==> config.mk <==
export PLATFORM = sky130hd
export DESIGN_NAME = axi_stream_insert_header_arb
export DESIGN_NICKNAME = d
export VERILOG_FILES = /design/src/rtl/axi_stream_insert_header_arb.sv
export SDC_FILE = /design/constraint.sdc
export NUM_CORES = 1
export LEC_CHECK = 0
export ABC_AREA = 1
export ABC_CLOCK_PERIOD_IN_PS = 1800
export BUFFER_PORTS_ARGS = -buffer_cell sky130_fd_sc_hd__clkbuf_2
export CAP_MARGIN = 5
export CORE_AREA = 8 8 151 153
export CTS_CLUSTER_DIAMETER = 100
export DETAILED_ROUTE_END_ITERATION = 8
export DIE_AREA = 0 0 159 161
export GPL_TIMING_DRIVEN = 0
export PLACE_DENSITY = 0.57
export SLEW_MARGIN = 20
export SYNTH_ARGS = -nofsm -noshare
export SYNTH_HDL_FRONTEND = slang
export SYNTH_SLANG_ARGS = --single-unit
==> constraint.sdc <==
create_clock -name clk -period 1.8 [get_ports clk]
set_clock_uncertainty 0.15 [all_clocks]
set_input_delay 0.18 -clock clk [delete_from_list [all_inputs] [get_ports clk]]
set_output_delay 0.18 -clock clk [all_outputs]
set_load 0.03 [all_outputs]
==> src/rtl/axi_stream_insert_header_arb.sv <==
// -----------------------------------------------------------------------------
// axi_stream_insert_header_arb
//
// Packet-level round-robin arbiter that shares one header inserter between
// NUM_CH requesters. A channel is granted per packet: its header is forwarded
// to the inserter's insert port, then its data beats are forwarded to the
// inserter's data port until the last beat is accepted. The data path has no
// storage; valid/data/ready are muxed combinationally from the granted slice.
//
// Ports:
//   clk, rst            : clock, synchronous active-high reset
//   ch_en               : per-channel arbitration enable (used only in IDLE)
//   s_*_insert          : per-channel header ports (packed, channel i = slice i)
//   s_*_in              : per-channel AXI-Stream data ports (packed)
//   m_*_insert          : header port toward the inserter
//   m_*_in              : data port toward the inserter
//   grant_ch            : registered index of the current/most recent grant
//   busy                : registered, high while a packet owns the inserter
//   pkt_done            : registered one-cycle pulse after the last handshake
// -----------------------------------------------------------------------------
module axi_stream_insert_header_arb #(
  parameter int NUM_CH       = 4,
  parameter int DATA_WD      = 32,
  parameter int DATA_BYTE_WD = DATA_WD / 8,
  parameter int BYTE_CNT_WD  = $clog2(DATA_BYTE_WD),
  parameter int CH_WD        = $clog2(NUM_CH)
) (
  input  logic                             clk,
  input  logic                             rst,
  input  logic [NUM_CH-1:0]                ch_en,
  input  logic [NUM_CH-1:0]                s_valid_insert,
  input  logic [NUM_CH*DATA_WD-1:0]        s_data_insert,
  input  logic [NUM_CH*DATA_BYTE_WD-1:0]   s_keep_insert,
  input  logic [NUM_CH*BYTE_CNT_WD-1:0]    s_byte_insert_cnt,
  output logic [NUM_CH-1:0]                s_ready_insert,
  input  logic [NUM_CH-1:0]                s_valid_in,
  input  logic [NUM_CH*DATA_WD-1:0]        s_data_in,
  input  logic [NUM_CH*DATA_BYTE_WD-1:0]   s_keep_in,
  input  logic [NUM_CH-1:0]                s_last_in,
  output logic [NUM_CH-1:0]                s_ready_in,
  output logic                             m_valid_insert,
  output logic [DATA_WD-1:0]               m_data_insert,
  output logic [DATA_BYTE_WD-1:0]          m_keep_insert,
  output logic [BYTE_CNT_WD-1:0]           m_byte_insert_cnt,
  input  logic                             m_ready_insert,
  output logic                             m_valid_in,
  output logic [DATA_WD-1:0]               m_data_in,
  output logic [DATA_BYTE_WD-1:0]          m_keep_in,
  output logic                             m_last_in,
  input  logic                             m_ready_in,
  output logic [CH_WD-1:0]                 grant_ch,
  output logic                             busy,
  output logic                             pkt_done
);

  typedef enum logic [1:0] {
    IDLE = 2'd0,
    HDR  = 2'd1,
    DATA = 2'd2
  } state_t;

  state_t            state;
  state_t            state_next;
  logic [CH_WD-1:0]  rr_ptr;
  logic [CH_WD-1:0]  winner;
  logic [CH_WD-1:0]  ptr_after_grant;
  logic [NUM_CH-1:0] req;
  logic              hdr_hs;
  logic              last_hs;

  assign req     = s_valid_insert & ch_en;
  assign hdr_hs  = m_valid_insert & m_ready_insert;
  assign last_hs = m_valid_in & m_ready_in & m_last_in;

  // Pointer advances past the channel that just finished, wrapping at NUM_CH.
  assign ptr_after_grant = (grant_ch == CH_WD'(NUM_CH - 1)) ? {CH_WD{1'b0}}
                                                            : grant_ch + CH_WD'(1);

  // Round-robin pick: scan offsets from high to low so the nearest requester
  // at or above rr_ptr is the last (and therefore winning) assignment.
  always_comb begin
    logic [CH_WD-1:0] idx;
    winner = rr_ptr;
    idx    = rr_ptr;
    for (int i = NUM_CH - 1; i >= 0; i--) begin
      idx    = CH_WD'((int'(rr_ptr) + i) % NUM_CH);
      winner = req[idx] ? idx : winner;
    end
  end

  // Output mux: only the granted slice is connected, and only in its phase.
  always_comb begin
    m_valid_insert    = 1'b0;
    m_data_insert     = {DATA_WD{1'b0}};
    m_keep_insert     = {DATA_BYTE_WD{1'b0}};
    m_byte_insert_cnt = {BYTE_CNT_WD{1'b0}};
    m_valid_in        = 1'b0;
    m_data_in         = {DATA_WD{1'b0}};
    m_keep_in         = {DATA_BYTE_WD{1'b0}};
    m_last_in         = 1'b0;
    s_ready_insert    = {NUM_CH{1'b0}};
    s_ready_in        = {NUM_CH{1'b0}};
    case (state)
      HDR: begin
        m_valid_insert           = s_valid_insert[grant_ch];
        m_data_insert            = s_data_insert[int'(grant_ch)*DATA_WD +: DATA_WD];
        m_keep_insert            = s_keep_insert[int'(grant_ch)*DATA_BYTE_WD +: DATA_BYTE_WD];
        m_byte_insert_cnt        = s_byte_insert_cnt[int'(grant_ch)*BYTE_CNT_WD +: BYTE_CNT_WD];
        s_ready_insert[grant_ch] = m_ready_insert;
      end
      DATA: begin
        m_valid_in           = s_valid_in[grant_ch];
        m_data_in            = s_data_in[int'(grant_ch)*DATA_WD +: DATA_WD];
        m_keep_in            = s_keep_in[int'(grant_ch)*DATA_BYTE_WD +: DATA_BYTE_WD];
        m_last_in            = s_last_in[grant_ch];
        s_ready_in[grant_ch] = m_ready_in;
      end
      default: begin
        m_valid_insert = 1'b0;
        m_valid_in     = 1'b0;
      end
    endcase
  end

  // Next-state logic. A dropped header valid in HDR simply keeps us waiting.
  always_comb begin
    state_next = state;
    case (state)
      IDLE: begin
        if (|req) state_next = HDR;
        else      state_next = IDLE;
      end
      HDR: begin
        if (hdr_hs) state_next = DATA;
        else        state_next = HDR;
      end
      DATA: begin
        if (last_hs) state_next = IDLE;
        else         state_next = DATA;
      end
      default: state_next = IDLE;
    endcase
  end

  // State, grant, pointer and status registers.
  always_ff @(posedge clk) begin
    if (rst) begin
      state    <= IDLE;
      rr_ptr   <= {CH_WD{1'b0}};
      grant_ch <= {CH_WD{1'b0}};
      busy     <= 1'b0;
      pkt_done <= 1'b0;
    end else begin
      state    <= state_next;
      busy     <= (state_next == HDR) || (state_next == DATA);
      pkt_done <= (state == DATA) && last_hs;
      if ((state == IDLE) && (|req)) begin
        grant_ch <= winner;
      end
      if ((state == DATA) && last_hs) begin
        rr_ptr <= ptr_after_grant;
      end
    end
  end

endmodule
==> results.md <==
- Fill cells: 2197
- Area after DPL: 6020 um^2
- Worst EP required: 1470 ps
- PortBufs: 404
- Initial DRC count: 461
- Detailed-route wire length per cell: 18.9 um
- Fin. max-slew vios: 0
- Unrepaired setup endpoints after global routing: true
- Startpoint types: register
- Min-delay worst type: input port to register
- NumNets Final: 1463
- Sw Ratio: 50.1%
- Synthesized area: 3360 um^2
- Ys async rst share: 0%
- Reg2reg setup slack: 20 ps
- Slew headroom: 76.4%
- Final worst setup slack: -220 ps
- Syn Inst Count: 709
- Dpl cells: 1388
- Maxcap violations: 0
- Initial antenna violation count: 1
- H-tree levels: 1
- Sw Pwr: 2230 uW
- Vias: 6550
- Final setup vio count: 79
- Final period util: 112%
- Aggregate global-route resource usage: 18.9%
- CP arrival: 1690 ps
- Worst-path clk slew: 40 ps
- VDD IR max: 0.293 mV
- Reg2reg end: busy
- Internal power: 2220 uW
- DR vias/cell: 4.62
- Layout cells sized above 1: 59.2%
- Synthesized flop and latch total: 8
- Clock power share: 8.6%
- PwrDens: 557 nW/um^2
- Crit Path Max Fanout: 5
- Vias in the first global route: 6779
- Leak pwr: 0.00382 uW
- Starting density of the core: 16.3%
- Final WL: 26900 um
- Placer Congestion: 0.856
- Final critical-path required period: 2020 ps
- Area contributors post-synth: nor2_1, o21ai_0, a21oi_1
- Max Root-Sink Buffers: 2
- # IOs: 405
- Crit Path Class: register to primary output
- Post-synth cell types: 28
- Die extent in x: 159 um
- First-pass GRT wire length: 38700 um
- Post-Syn Nets: 1029
- DRC viols: 0
- Yosys warns: 0
- Reg2Reg Depth: 11
- R2R Path Start: grant_ch[0]
- Rows: 53
- Sequential Power Share: 4.7%
- Final Hold Fails: 0
- Clock Latency Late Sink: 230 ps
- Worst Setup End Kind: primary output
- Number of synthesized flops with an enable pin: 0
- Yosys top cell by area: nor2_1
- Routed Antenna Nets: 0
- Hold_sp: rst
- TritonCTS clock tree: yes
- Finished Layout Cells: 1418
- Post-synth top area share: 34.8%
- Num CTS Buffers: 3
- Global route overflow: 0
- Sequential-to-total area share from yosys stat: 4.77%
- Worst-margin pin slew: 354 ps
- Most common cell in the netlist: nor2_1
- CTS Root Cell: clkbuf_16
- List of most frequent post-synthesis cells: nor2_1, o21ai_0, a21oi_1
- DR pass1 iterations: 5
- Gate power share: 86.7%
- Die Y: 161 um
- Fin area: 8000 um^2
- Failing checks: setup timing
- Area Growth Syn to Fin: 138%
- Hold endpoint: rr_ptr[0]
- Core area: 20600 um^2
- Largest net degree at the start of global routing: 12
- Max Clk Rate: 495 MHz
- HPWL after DPL: 20900 um
- Die Area: 25600 um^2
- Hold bufs inserted after CTS: 0
- Clock Sinks: 8
- Worst hold path depth: 2
- Status: finished, violations left
- Post-synth top flop: dfxtp_1
- Avg Inst Size Synth: 4.73 um^2
-- worst max-delay path: stages (launching register included) --
cell and delay [ps]:
dfxtp_4 380, buf_12 140, clkbuf_16 170, clkbuf_16 160, nor2_4 30, nor2_2 130
o21ai_1 90, a21oi_2 150, clkbuf_8 180
-- layout make-up --
cell class / instances / area (um^2) / area share (%)
timing repair buffer: 431 / 3190 / 39.8
sequential: 8 / 168 / 2.10
antenna: 1 / 2.50 / 0.0313
inverter: 22 / 92.6 / 1.16
clock buffer: 4 / 78.8 / 0.985
buffer: 59 / 714 / 8.93
tap: 275 / 344 / 4.30
multi-input combinational: 618 / 3420 / 42.7
-- flip-flops by register name, summed over array words and instances, names as in the netlist --
signal and flops:
pkt_done 1, state 2, busy 1, rr_ptr 2, grant_ch 2
-- cell families (layout without fill, tap and decap cells) --
logic type	count (synthesis)	after routing	share of synthesized area, %
xor+xnor	2	2	0.522
fa+ha+maj	4	4	1.49
other cells	0	1	0
buf+inv	83	516	13.7
simple gates	374	374	43.3
flops	8	8	4.77
compound gates	238	238	36.2
-- worst max-delay path by stage --
stage                           start                end  slack, ps
after floorplan           grant_ch[1]      s_ready_in[0]         20
after global placement    grant_ch[0]       m_keep_in[3]       -610
after detailed placement  grant_ch[0]       m_keep_in[3]       -590
after CTS                 grant_ch[0]  m_data_insert[13]       -210
after global routing      grant_ch[0]   m_data_insert[4]       -260
final                     grant_ch[0]  m_data_insert[10]       -220
-- power groups by stage --
stage | Sequential (uW) | Combinational (uW) | Clock (uW)
after global routing | 210 | 4160 | 399
after floorplan | 229 | 1730 | 0
after detailed placement | 211 | 2760 | 0
final | 209 | 3860 | 383
after CTS | 206 | 3520 | 384
after global placement | 211 | 2740 | 0
-- layer usage --
layer / vias to the layer above / GRT usage, % / wire (um)
met1: 2973 / 21.7 / 10700
met5: - / 0 / 0
met4: 0 / 4.46 / 624
li1: 3200 / - / -
met3: 42 / 4.68 / 1960
met2: 335 / 34.5 / 13500
-- timing repair --
action	CTS	global route
resized for setup	337	176
gates cloned	6	9
pin swaps	27	116
setup endpoints to repair	84	87
setup buffers	11	5
hold endpoints to repair	0	0
-- stage by stage --
stage          TNS [ps]  total power [uW]  setup slack [ps]  utilization (%)  hold slack (ps)
2_1_floorplan         0              1960              16.3                -             92.4
3_3_place_gp     -35100              2950              -609             29.3              269
3_5_place_dp     -34320              2970              -588             29.3              264
4_1_cts          -11070              4110              -212             36.1             29.2
5_1_grt          -15790              4770              -264             38.9             43.6
6_report          -9780              4460              -220             38.9             30.8
-- layout by cell type, fill, tap and decap left out, types with 13 or more instances in the layout --
master,count
nor2_4,30
clkbuf_8,77
buf_6,15
a21oi_2,77
o21ai_1,110
buf_4,21
o21ai_2,17
o21ai_0,28
buf_8,18
nand3_1,14
inv_1,17
nor2_2,43
clkbuf_2,325
nand2_1,36
nor2_1,241
clkbuf_16,13
Note: power is estimated with default switching activity, not from simulation.
